[config.mk]
export PLATFORM = sky130hd
export DESIGN_NAME = wb_write_encoder
export DESIGN_NICKNAME = d
export VERILOG_FILES = /design/src/rtl/wb_pkg.sv /design/src/rtl/rr_priority_pick.sv /design/src/rtl/wb_write_encoder.sv
export SDC_FILE = /design/constraint.sdc
export NUM_CORES = 1
export LEC_CHECK = 0
export CAP_MARGIN = 5
export CORE_AREA = 3 3 232 234
export DETAILED_ROUTE_END_ITERATION = 8
export DIE_AREA = 0 0 235 237
export REMOVE_ABC_BUFFERS = 1
export SYNTH_ARGS = -nofsm -noshare
export SYNTH_HDL_FRONTEND = slang
export SYNTH_SLANG_ARGS = --single-unit
[constraint.sdc]
create_clock -name clk -period 7.2 [get_ports clk]
set_clock_uncertainty 0.05 [all_clocks]
set_input_delay 1.08 -clock clk [delete_from_list [all_inputs] [get_ports clk]]
set_output_delay 1.08 -clock clk [all_outputs]
set_load 0.05 [all_outputs]
[src/rtl/wb_pkg.sv]
// -----------------------------------------------------------------------------
// wb_pkg
// Shared constants and types for the writeback write-port encoder.
//   WB_N_REQ  : number of requester slots (2**WB_ADDR_W)
//   WB_ADDR_W : width of the encoded register-write address
//   WB_DATA_W : register-write data width
// -----------------------------------------------------------------------------
package wb_pkg;

  localparam int WB_N_REQ  = 8;
  localparam int WB_ADDR_W = 3;
  localparam int WB_DATA_W = 64;

  typedef logic [WB_ADDR_W-1:0] wb_addr_t;
  typedef logic [WB_DATA_W-1:0] wb_data_t;

endpackage

[src/rtl/rr_priority_pick.sv]
// -----------------------------------------------------------------------------
// rr_priority_pick
// Purely combinational round-robin picker: rotates the eligible vector so that
// slot 'ptr' sits at position 0, priority-encodes the lowest set bit, and
// rotates the resulting offset back into an absolute slot index.
// Ports:
//   eligible [N_REQ]  : per-slot eligibility
//   ptr      [ADDR_W] : highest-priority slot
//   valid             : at least one slot eligible
//   g        [ADDR_W] : winning slot index (meaningful when valid=1)
// -----------------------------------------------------------------------------
module rr_priority_pick
  import wb_pkg::*;
#(
  parameter int N_REQ  = WB_N_REQ,
  parameter int ADDR_W = WB_ADDR_W
) (
  input  logic [N_REQ-1:0]  eligible,
  input  logic [ADDR_W-1:0] ptr,
  output logic              valid,
  output logic [ADDR_W-1:0] g
);

  logic [N_REQ-1:0]  w_rot;
  logic [ADDR_W-1:0] w_off;

  // N_REQ == 2**ADDR_W, so ADDR_W-bit addition wraps modulo N_REQ for free.
  generate
    for (genvar gi = 0; gi < N_REQ; gi++) begin : g_rot
      logic [ADDR_W-1:0] w_src;
      assign w_src     = ptr + ADDR_W'(gi);
      assign w_rot[gi] = eligible[w_src];
    end
  endgenerate

  // Lowest rotated position wins: scan downwards so the last hit is the lowest.
  always_comb begin
    w_off = '0;
    for (int k = N_REQ - 1; k >= 0; k--) begin
      if (w_rot[k]) begin
        w_off = ADDR_W'(k);
      end
    end
  end

  assign valid = |w_rot;
  assign g     = ptr + w_off;

endmodule

[src/rtl/wb_write_encoder.sv]
// -----------------------------------------------------------------------------
// wb_write_encoder
// Round-robin encoder that merges up to N_REQ writeback requesters into one
// registered register-file write port (regwrite/wraddr/wrdata) with a
// registered one-hot acknowledge back to the requesters.
// Ports:
//   clk      : rising-edge clock
//   reset    : synchronous active-high reset
//   req      : per-slot request, held until acked
//   reqdata  : packed per-slot data, slot i at [i*DATA_W +: DATA_W]
//   hold     : stall, blocks new grants
//   regwrite : registered write enable
//   wraddr   : registered index of the granted slot
//   wrdata   : registered data of the granted slot
//   ack      : registered one-hot acknowledge (decode of wraddr when regwrite)
//   busy     : combinational, any eligible request pending
// -----------------------------------------------------------------------------
module wb_write_encoder
  import wb_pkg::*;
#(
  parameter int N_REQ  = WB_N_REQ,
  parameter int ADDR_W = WB_ADDR_W,
  parameter int DATA_W = WB_DATA_W
) (
  input  logic                    clk,
  input  logic                    reset,
  input  logic [N_REQ-1:0]        req,
  input  logic [N_REQ*DATA_W-1:0] reqdata,
  input  logic                    hold,
  output logic                    regwrite,
  output logic [ADDR_W-1:0]       wraddr,
  output logic [DATA_W-1:0]       wrdata,
  output logic [N_REQ-1:0]        ack,
  output logic                    busy
);

  logic [ADDR_W-1:0] r_ptr;
  logic              r_regwrite;
  logic [ADDR_W-1:0] r_wraddr;
  logic [DATA_W-1:0] r_wrdata;
  logic [N_REQ-1:0]  r_ack;

  logic [N_REQ-1:0]  w_eligible;
  logic              w_valid;
  logic [ADDR_W-1:0] w_g;
  logic [DATA_W-1:0] w_slice [N_REQ];
  logic [N_REQ-1:0]  w_grant_onehot;

  // A slot acked this cycle still has req high; masking it prevents a
  // double grant of the same transfer.
  assign w_eligible = req & ~r_ack;
  assign busy       = |w_eligible;

  generate
    for (genvar gi = 0; gi < N_REQ; gi++) begin : g_slice
      assign w_slice[gi] = reqdata[gi*DATA_W +: DATA_W];
    end
  endgenerate

  rr_priority_pick #(
    .N_REQ  (N_REQ),
    .ADDR_W (ADDR_W)
  ) u_pick (
    .eligible (w_eligible),
    .ptr      (r_ptr),
    .valid    (w_valid),
    .g        (w_g)
  );

  assign w_grant_onehot = N_REQ'(1) << w_g;

  always_ff @(posedge clk) begin
    if (reset) begin
      r_ptr      <= '0;
      r_regwrite <= 1'b0;
      r_wraddr   <= '0;
      r_wrdata   <= '0;
      r_ack      <= '0;
    end else if (hold || !w_valid) begin
      // wraddr/wrdata intentionally keep their last values.
      r_regwrite <= 1'b0;
      r_ack      <= '0;
    end else begin
      r_regwrite <= 1'b1;
      r_wraddr   <= w_g;
      r_wrdata   <= w_slice[w_g];
      r_ack      <= w_grant_onehot;
      r_ptr      <= w_g + ADDR_W'(1);
    end
  end

  assign regwrite = r_regwrite;
  assign wraddr   = r_wraddr;
  assign wrdata   = r_wrdata;
  assign ack      = r_ack;

endmodule

==> results of run 1 <==
metal layers:
layer	global-route usage	wire length, um
met2	0.259	21800
met5	0	49
met3	0.0462	3210
met4	0.0497	1250
met1	0.169	16600
Yosys cell counts (4+ instances only):
| library cell | n |
|---|---|
| o211ai_2 | 8 |
| mux2_1 | 61 |
| o211ai_1 | 56 |
| a22oi_1 | 126 |
| mux2i_1 | 70 |
| buf_2 | 22 |
| buf_6 | 7 |
| nor4_1 | 4 |
| dfxtp_1 | 79 |
| xnor2_1 | 5 |
| mux2_2 | 7 |
| nand2_1 | 77 |
| nand2b_1 | 12 |
| mux4_2 | 136 |
| clkbuf_1 | 55 |
| a21oi_1 | 5 |
| buf_4 | 6 |
| nor2b_1 | 12 |
| o21ai_0 | 5 |
| nor2_1 | 14 |
final cells by class:
| type | instances | area (um^2) |
|---|---|---|
| flip-flops and latches | 79 | 1580 |
| clock inverters | 5 | 87.6 |
| well taps | 688 | 861 |
| inverters | 5 | 21.3 |
| diodes | 1 | 2.50 |
| repair buffers | 611 | 6150 |
| clock buffers | 11 | 253 |
| fillers | 5297 | 36400 |
| multi-input cells | 622 | 6870 |
where the power goes:
group | switching, W | leakage, nW | internal (W)
Sequential | 0.000102 | 0.651 | 0.000591
Clock | 0.000225 | 0.164 | 0.000327
Combinational | 0.00439 | 4.66 | 0.00423
logic make-up after synthesis:
| family | Yosys count |
|---|---|
| AO/OA/AOI/OAI | 209 |
| flip-flops | 79 |
| buffers and inverters | 96 |
| multiplexers | 274 |
| AND/OR/NAND/NOR | 129 |
| XOR/XNOR | 6 |
| adder cells (fa/ha/maj) | 4 |
critical path: cells and delay by family:
| kind | cells | cell delay (ps) |
|---|---|---|
| mux | 3 | 1050 |
| fa+ha+maj | 2 | 750 |
| compound gates | 6 | 940 |
| simple gates | 2 | 930 |
| buf+inv | 3 | 880 |
| xor+xnor | 1 | 320 |
stage by stage:
stage                     setup WS [ps]  hold WS [ps]
after floorplan                   -1880           650
after global placement             1150           397
after detailed placement            967           398
after CTS                          1360           421
after global routing               1000           430
final                              1290           419
registers in the layout (all words and copies together), names as in the netlist:
signal	count
wrdata	64
ack	8
r_ptr	3
wraddr	3
regwrite	1
final timing paths:
check / start / end / slack [ps] / depth (start not counted)
max: req[7] / wrdata[31] / 1290 / 17
min: wrdata[8] / wrdata[8] / 420 / 2
max reg2reg: r_ptr[0] / wrdata[31] / 1520 / 17
min reg2reg: wrdata[8] / wrdata[8] / 420 / 2
==> flow_summary_export.csv, run 1 <==
group,metric,value,unit
finish,final_area,15800,um^2
route,drt_iter0_drc,335,
hold_path,hp-class,"register to register",
cts,cts_made_buffers,9,
placement,placed_cells,2005,
yosys,ys_ff_latch,79,
global_routing,grt_util_all_layers,0.147,
setup_path,crit_path_end_kind,"register",
placement,post_dp_cell_area,15500,um^2
floorplan,num_rows,84,
setup_path,required,7430,ps
placement,gp_congestion,0.902,
pwr,power_density,624,nW/um^2
sta,min_period,5910,ps
cts,cts_tree,"yes",
setup_path,path_class,"input port to register",
sta,setup_viol,0,
yosys,ys.flop_type,"dfxtp_1",
pwr,totalPowerFinal,0.00987,W
cts,clk_path_buf_depth,2,
route,avgViaCountPerCell,4.76,
setup_path,worst-endpoint-arrival,6140,ps
sta,rsz0062_at_grt,"no",
setup_path,critical_path.max_stage_delay,690,ps
sta,setup_tns,0,ps
cts,clock_latency,370,ps
yosys,synthMuxAreaShare,0.511,
finish,area_growth,78.6,%
cts,cts.sinks,79,
yosys,synth-xor-area-share,0.00593,
finish,layout_common_cells,"599 x clkdlybuf4s50_1, 136 x mux4_2, 126 x a22oi_1",
sta,worst_pin_slew,1070,ps
route,drc,0,
cts,cts_resized,0,
finish,nNetsFinal,1855,
setup_path,crit_fanout,64,
outcome,outcome,"finished, final reports clean",
cts,cts_setup_buffers,0,
yosys,ys_types,43,
sta,hold_violations,0,
route,first_pass_iters,5,
cts,path_clk_slew,70,ps
route,wl,42900,um
setup_path,path_cells,"clkdlybuf4s50_1 > nor2b_1 > mux2i_1 > mux4_2 > a21oi_1 > o21ai_0 > a221o_1 > o311ai_0 > ha_4 > inv_1 > fa_4 > xnor2_1 > and2_4 > buf_12 > a22oi_1 > mux2_1 > o211ai_1",
yosys,synth_top_cell_by_area,"mux4_2",
setup_path,setup.worst_path.start_class,"input port",
cts,cts_hold_buf,0,
global_routing,antenna_found_initial,5,
setup_path,critPathSlowestCell,"and2_4",
finish,drive_gt1_frac,0.145,
yosys,avgSynthCellArea,11.1,um^2
cts,cts_htree_levels,3,
pwr,ir_drop,0.000403,V
yosys,yosys.area.top_type_share,0.346,
yosys,syn_inst,797,
sta,final_max_slew_viol_count,0,
pwr,p_leak,5.48,nW
route,ant_nets,0,
yosys,synth_fa_ha_area_frac,0.00649,
yosys,synth_warnings,0,
route,wl_per_cell,21.2,um
yosys,synth_area_leaders,"mux4_2 35%, dfxtp_1 18%, a22oi_1 11%, mux2i_1 7.9%, mux2_1 7.8%",
floorplan,core_region_area,52200,um^2
yosys,yosys.area_share.simple,0.0651,
placement,dp_hpwl,34000,um
yosys,synth_edf_count,0,
finish,fin_util,0.303,
finish,layout.cells.non_filler,2022,
run,drv_cap,0,
floorplan,die_width,235,um
route,num_vias,9618,
sta,fin_crit_sh,0.821,
yosys,synth-seq-area-share,0.178,
sta,max_freq,169,MHz
finish,final_common_cell,"clkdlybuf4s50_1",
yosys,async_flop_share,0,
global_routing,grt_max_degree,74,
global_routing,grt_pass1_vias,10300,
yosys,synth_top_family_by_area,"multiplexers",
cts,root_buffer,"clkbuf_16",
floorplan,die_h,237,um
floorplan,initial_utilization,0.170,
yosys,synthesis.area,8860,um^2
yosys,synth-compound-area-share,0.180,
sta,maxSlewHeadroom,0.290,
floorplan,boundaryPins,600,
global_routing,grt.overflow.total,0,
placement,port_buffers,599,
global_routing,grt_pass1_wl,62700,um
floorplan,dieArea,55700,um^2
Note: power is estimated with default switching activity, not from simulation.
==> inputs of run 2 (changes only) <==
- clock period: 7.2 -> 5.7 ns (I/O delays scaled with it)
==> run 2 against run 1 <==
- die area stayed put
- non-clock buffer count is 28 higher
- core utilization is 0.51 points higher
- routed wire length is 0.99% higher
- clock-buffer cell count is 1 lower
- via count is 1.1% higher
- first-iteration DRC count is 8.7% lower
- register-to-register slack worse by 1000 ps
- global-route usage is 0.32 points higher
- clock power is 14% higher
- largest power group unchanged
==> flow_summary_export.csv, run 2 (synthesis gave the netlist of run 1 again) <==
group,metric,value,unit
finish,drive_gt1_frac,0.162,
floorplan,dieArea,55700,um^2
cts,cts.sinks,79,
global_routing,grt_max_degree,65,
setup_path,crit_path_end_kind,"register",
floorplan,boundaryPins,600,
cts,cts_hold_buf,0,
placement,place_ws,127,ps
setup_path,path_class,"input port to register",
sta,rsz0062_at_grt,"no",
sta,setup_ws,480,ps
setup_path,rr_worst_depth,16,
global_routing,grt_util_all_layers,0.150,
sta,min_period,5220,ps
route,num_vias,9728,
route,ant_nets,0,
route,drc,0,
finish,nNetsFinal,1883,
finish,area_growth,81.6,%
route,avgViaCountPerCell,4.74,
placement,placed_cells,2033,
pwr,power_density,806,nW/um^2
setup_path,path_cells,"clkdlybuf4s50_1 > nor2b_1 > mux2i_1 > mux4_2 > a21oi_1 > o21ai_0 > a221o_1 > o311ai_0 > ha_4 > inv_1 > fa_4 > buf_12 > mux4_2 > a22oi_1 > mux2_1 > o211ai_1",
floorplan,initial_utilization,0.170,
outcome,outcome,"finished, final reports clean",
sta,hold_ws,421,ps
finish,layout.cells.non_filler,2052,
hold_path,holdPathStages,2,
setup_path,cp.depth,16,
sta,max_freq,192,MHz
cts,clock_latency,370,ps
sta,maxSlewHeadroom,0.366,
floorplan,die_h,237,um
global_routing,antenna_found_initial,8,
cts,cts_htree_levels,3,
cts,cts_resized,0,
setup_path,critical_path.max_stage_delay,870,ps
floorplan,num_rows,84,
setup_path,critPathMostFrequentCell,"mux4_2",
cts,cts_setup_buffers,0,
cts,cts_tree,"yes",
setup_path,path_delay_family,"multiplexers",
run,drv_cap,0,
setup_path,crit_fanout,62,
finish,largest_reg_flops,64,
global_routing,grt_pass1_wl,64200,um
route,wl_per_cell,21.1,um
finish,final_common_cell,"clkdlybuf4s50_1",
sta,fin_crit_sh,0.916,
sta,setup_tns,0,ps
cts,cts_made_buffers,9,
placement,gp_congestion,0.909,
placement,port_buffers,599,
global_routing,grt_pass1_vias,10600,
sta,hold_violations,0,
floorplan,core_region_area,52200,um^2
setup_path,worst-endpoint-arrival,5420,ps
sta,final_max_slew_viol_count,0,
route,wl,43300,um
placement,dp_hpwl,35700,um
cts,root_buffer,"clkbuf_16",
route,first_pass_iters,5,
finish,layout_common_cells,"599 x clkdlybuf4s50_1, 136 x mux4_2, 126 x a22oi_1",
setup_path,path_buf_inv,3,
cts,clk_path_buf_depth,2,
global_routing,grt.overflow.total,0,
cts,path_clk_slew,70,ps
pwr,ir_drop,0.000431,V
sta,worst_pin_slew,951,ps
hold_path,hp-class,"register to register",
setup_path,setup.worst_path.start_class,"input port",
route,drt_iter0_drc,306,
sta,setup_viol,0,
floorplan,die_width,235,um
setup_path,required,5900,ps
pwr,p_leak,5.63,nW
setup_path,critPathSlowestCell,"fa_4",
run 2: path summary, 6_finish.rpt:
check,startpoint,to,slack (ps)
worst max register to register,r_ptr[1],wrdata[53],500
worst max-delay path,req[2],wrdata[53],480
worst min-delay path,wrdata[27],wrdata[27],420
worst min register to register,wrdata[27],wrdata[27],420
run 2: per-stage QoR:
step	cell area [um^2]	utilization	power, W
after global placement	15800	0.302	0.0121
final	16100	0.308	0.0130
after CTS	16100	0.308	0.0131
after floorplan	8420	-	0.00606
after detailed placement	15800	0.302	0.0124
after global routing	16100	0.308	0.0140
run 2: per-layer routing:
metal | GRT usage | vias to the layer above | wire [um]
met1 | 0.166 | 4840 | 16200
li1 | - | 4411 | -
met2 | 0.268 | 409 | 22300
met3 | 0.0486 | 60 | 3360
met5 | 0 | - | 51
met4 | 0.0579 | 8 | 1400
run 2: layout make-up:
cell class | instances | area (um^2)
Antenna cell | 3 | 7.51
Inverter | 5 | 21.3
Clock buffer | 10 | 239
Sequential cell | 79 | 1580
Fill cell | 5318 | 36100
Timing Repair Buffer | 639 | 6450
Multi-Input combinational cell | 622 | 6870
Tap cell | 688 | 861
Clock inverter | 6 | 67.6
run 2: report_power, final:
group / switching (W) / internal [W]
Sequential: 0.000117 / 0.000747
Combinational: 0.00561 / 0.00587
Clock: 0.000279 / 0.000353
Total: 0.00601 / 0.00697
run 2: worst register-to-register path, stage by stage (launching register included):
cell      delay (ps)
dfxtp_1          500
inv_1            240
ha_1             250
xnor2_1          300
mux4_2           600
a21oi_1          130
o21ai_0          120
a221o_1          330
o311ai_0         150
ha_4             200
inv_1             50
fa_4             870
buf_12           280
mux4_2           540
a22oi_1          210
mux2_1           160
o211ai_1          90
==> inputs of run 3 (changes only) <==
- CORE_AREA: 3 3 232 234 -> 3 3 234 236
- DIE_AREA: 0 0 235 237 -> 0 0 237 239
- SETUP_SLACK_MARGIN: unset -> 0.2
- SYNTH_HIERARCHICAL: unset -> 1
==> run 3 against run 2 <==
- first-iteration DRC count up 42%
- routed wire length is 7.2% higher
- critical path depth unchanged
- critical path type unchanged
- critical endpoint is now wrdata[47]
- largest cell class is now buffers
==> flow_summary_export.csv, run 3 <==
group,metric,value,unit
yosys,synth_top_cell_by_area,"dfxtp_1",
yosys,async_flop_share,0,
yosys,avgSynthCellArea,10.9,um^2
yosys,synthesis.area,7150,um^2
yosys,synthTopCellsByCount,"119 x mux2i_1, 79 x dfxtp_1, 65 x mux4_2",
yosys,ys_ff_latch,79,
route,avgViaCountPerCell,4.36,
setup_path,setup.worst_path.start_class,"input port",
route,wl,46400,um
setup_path,critical_path.max_stage_delay,540,ps
cts,cts.sinks,79,
yosys,syn_inst,658,
cts,clk_path_buf_depth,2,
finish,largest_reg_flops,64,
setup_path,required,5940,ps
yosys,ys_types,49,
floorplan,initial_utilization,0.136,
setup_path,critPathSlowestCell,"mux4_2",
yosys,yosys.area.top_type_share,0.221,
yosys,ys.flop_type,"dfxtp_1",
run,drv_cap,0,
floorplan,die_h,239,um
finish,drive_gt1_frac,0.118,
sta,min_period,5030,ps
outcome,outcome,"finished, final reports clean",
setup_path,worst-endpoint-arrival,5270,ps
setup_path,crit_path_end_kind,"register",
cts,cts_resized,0,
route,drc,0,
hold_path,hp-class,"register to register",
floorplan,die_width,237,um
finish,area_growth,100,%
yosys,synth_edf_count,0,
sta,hold_violations,0,
floorplan,core_region_area,52700,um^2
global_routing,antenna_found_initial,18,
pwr,power_density,686,nW/um^2
yosys,synth_area_leaders,"dfxtp_1 22%, mux4_2 20%, mux2i_1 17%, a32o_1 7.4%, a22oi_1 5.6%",
finish,final_area,14300,um^2
yosys,synth_warnings,6,
route,num_vias,8392,
cts,clock_latency,370,ps
sta,rsz0062_at_grt,"no",
setup_path,path_delay_family,"simple AND/OR/NAND/NOR gates",
cts,cts_tree,"yes",
sta,setup_viol,0,
yosys,synth_most_common_cell,"mux2i_1",
sta,max_freq,199,MHz
setup_path,crit_fanout,29,
route,drt_iter0_drc,433,
global_routing,grt_max_degree,49,
placement,dp_hpwl,39100,um
global_routing,grt_util_all_layers,0.157,
cts,path_clk_slew,60,ps
yosys,synth-seq-area-share,0.221,
finish,final_common_cell,"clkdlybuf4s50_1",
route,ant_nets,0,
pwr,p_leak,5.12,nW
finish,fin_util,0.272,
setup_path,path_class,"input port to register",
cts,cts_setup_buffers,0,
floorplan,num_rows,84,
floorplan,dieArea,56600,um^2
global_routing,grt_pass1_wl,63800,um
cts,cts_hold_buf,0,
setup_path,path_buf_inv,4,
route,wl_per_cell,24.1,um
cts,cts_made_buffers,9,
cts,cts_htree_levels,3,
sta,fin_crit_sh,0.883,
placement,post_dp_cell_area,14000,um^2
cts,root_buffer,"clkbuf_16",
finish,layout_common_cells,"599 x clkdlybuf4s50_1, 119 x mux2i_1, 79 x dfxtp_1",
setup_path,path_cells,"clkdlybuf4s50_1 > nor2b_1 > mux2i_1 > mux4_2 > or3_1 > o211ai_1 > a31oi_1 > a311oi_1 > ha_4 > inv_1 > fa_1 > inv_4 > buf_12 > nand2b_1 > o22ai_1 > o31ai_1",
sta,final_max_slew_viol_count,0,
sta,maxSlewHeadroom,0.458,
finish,nNetsFinal,1759,
global_routing,grt.overflow.total,0,
placement,port_buffers,599,
placement,gp_congestion,0.854,
route,first_pass_iters,4,
floorplan,boundaryPins,600,
global_routing,grt_pass1_vias,9031,
pwr,ir_drop,0.000346,V
sta,worst_pin_slew,811,ps
run 3: final cells by class:
| cell class | instances | area (um^2) |
|---|---|---|
| fillers | 5567 | 38300 |
| repair buffers | 630 | 6350 |
| multi-input cells | 499 | 5170 |
| flip-flops and latches | 79 | 1580 |
| well taps | 688 | 861 |
| clock buffers | 9 | 225 |
| clock inverters | 5 | 75.1 |
| inverters | 9 | 36.3 |
| diodes | 6 | 15.0 |
run 3: worst paths after layout:
path,startpoint,endpoint,slack [ps],depth (start not counted)
max,req[7],wrdata[47],670,16
min,wraddr[2],wraddr[2],400,2
max reg2reg,r_ptr[1],wrdata[47],720,16
min reg2reg,wraddr[2],wraddr[2],400,2
run 3: power by group:
part | switching (W) | internal [W] | leakage (nW)
registers | 0.000121 | 0.000744 | 0.652
clock network | 0.000269 | 0.000377 | 0.151
logic | 0.00427 | 0.00404 | 4.32
run 3: worst reg2reg max path: cells and delay by family, from the launching register on:
family	cells	cell delay, ps
muxes	2	760
buffers and inverters	4	610
adders and majority gates	3	1290
DFF	1	390
and+or+nand+nor	2	840
AOI/OAI and AO/OA	5	960
run 3: logic make-up (layout without fill, tap and decap cells):
group                      count (synthesis)  count (layout)  share of synthesized area
muxes                                    215             215                      0.429
AOI/OAI and AO/OA                        143             143                      0.165
and+or+nand+nor                          128             128                      0.102
buffers and inverters                     80             653                     0.0614
DFF                                       79              79                      0.221
adders and majority gates                  9               9                     0.0166
xor gates and xnor gates                   4               4                    0.00490
other                                      0               6                          0
run 3: metrics by stage:
stage                     total power [W]  hold WS (ps)  cells  setup TNS (ps)  setup slack [ps]
after floorplan                   0.00546           422    587         -319260             -4290
after global placement            0.00922           398   1905               0               449
after detailed placement          0.00930           398   1905               0               360
after CTS                         0.00999           407   1919               0               739
after global routing               0.0104           431   1924               0               343
final                             0.00982           403   1925               0               666
run 3: layer usage:
| layer | up-vias | track usage | routed length [um] |
|---|---|---|---|
| li1 | 3786 | - | - |
| met1 | 4092 | 0.176 | 17800 |
| met2 | 449 | 0.273 | 23400 |
| met3 | 57 | 0.0465 | 3630 |
| met4 | 8 | 0.0709 | 1480 |
| met5 | - | 0 | 67 |
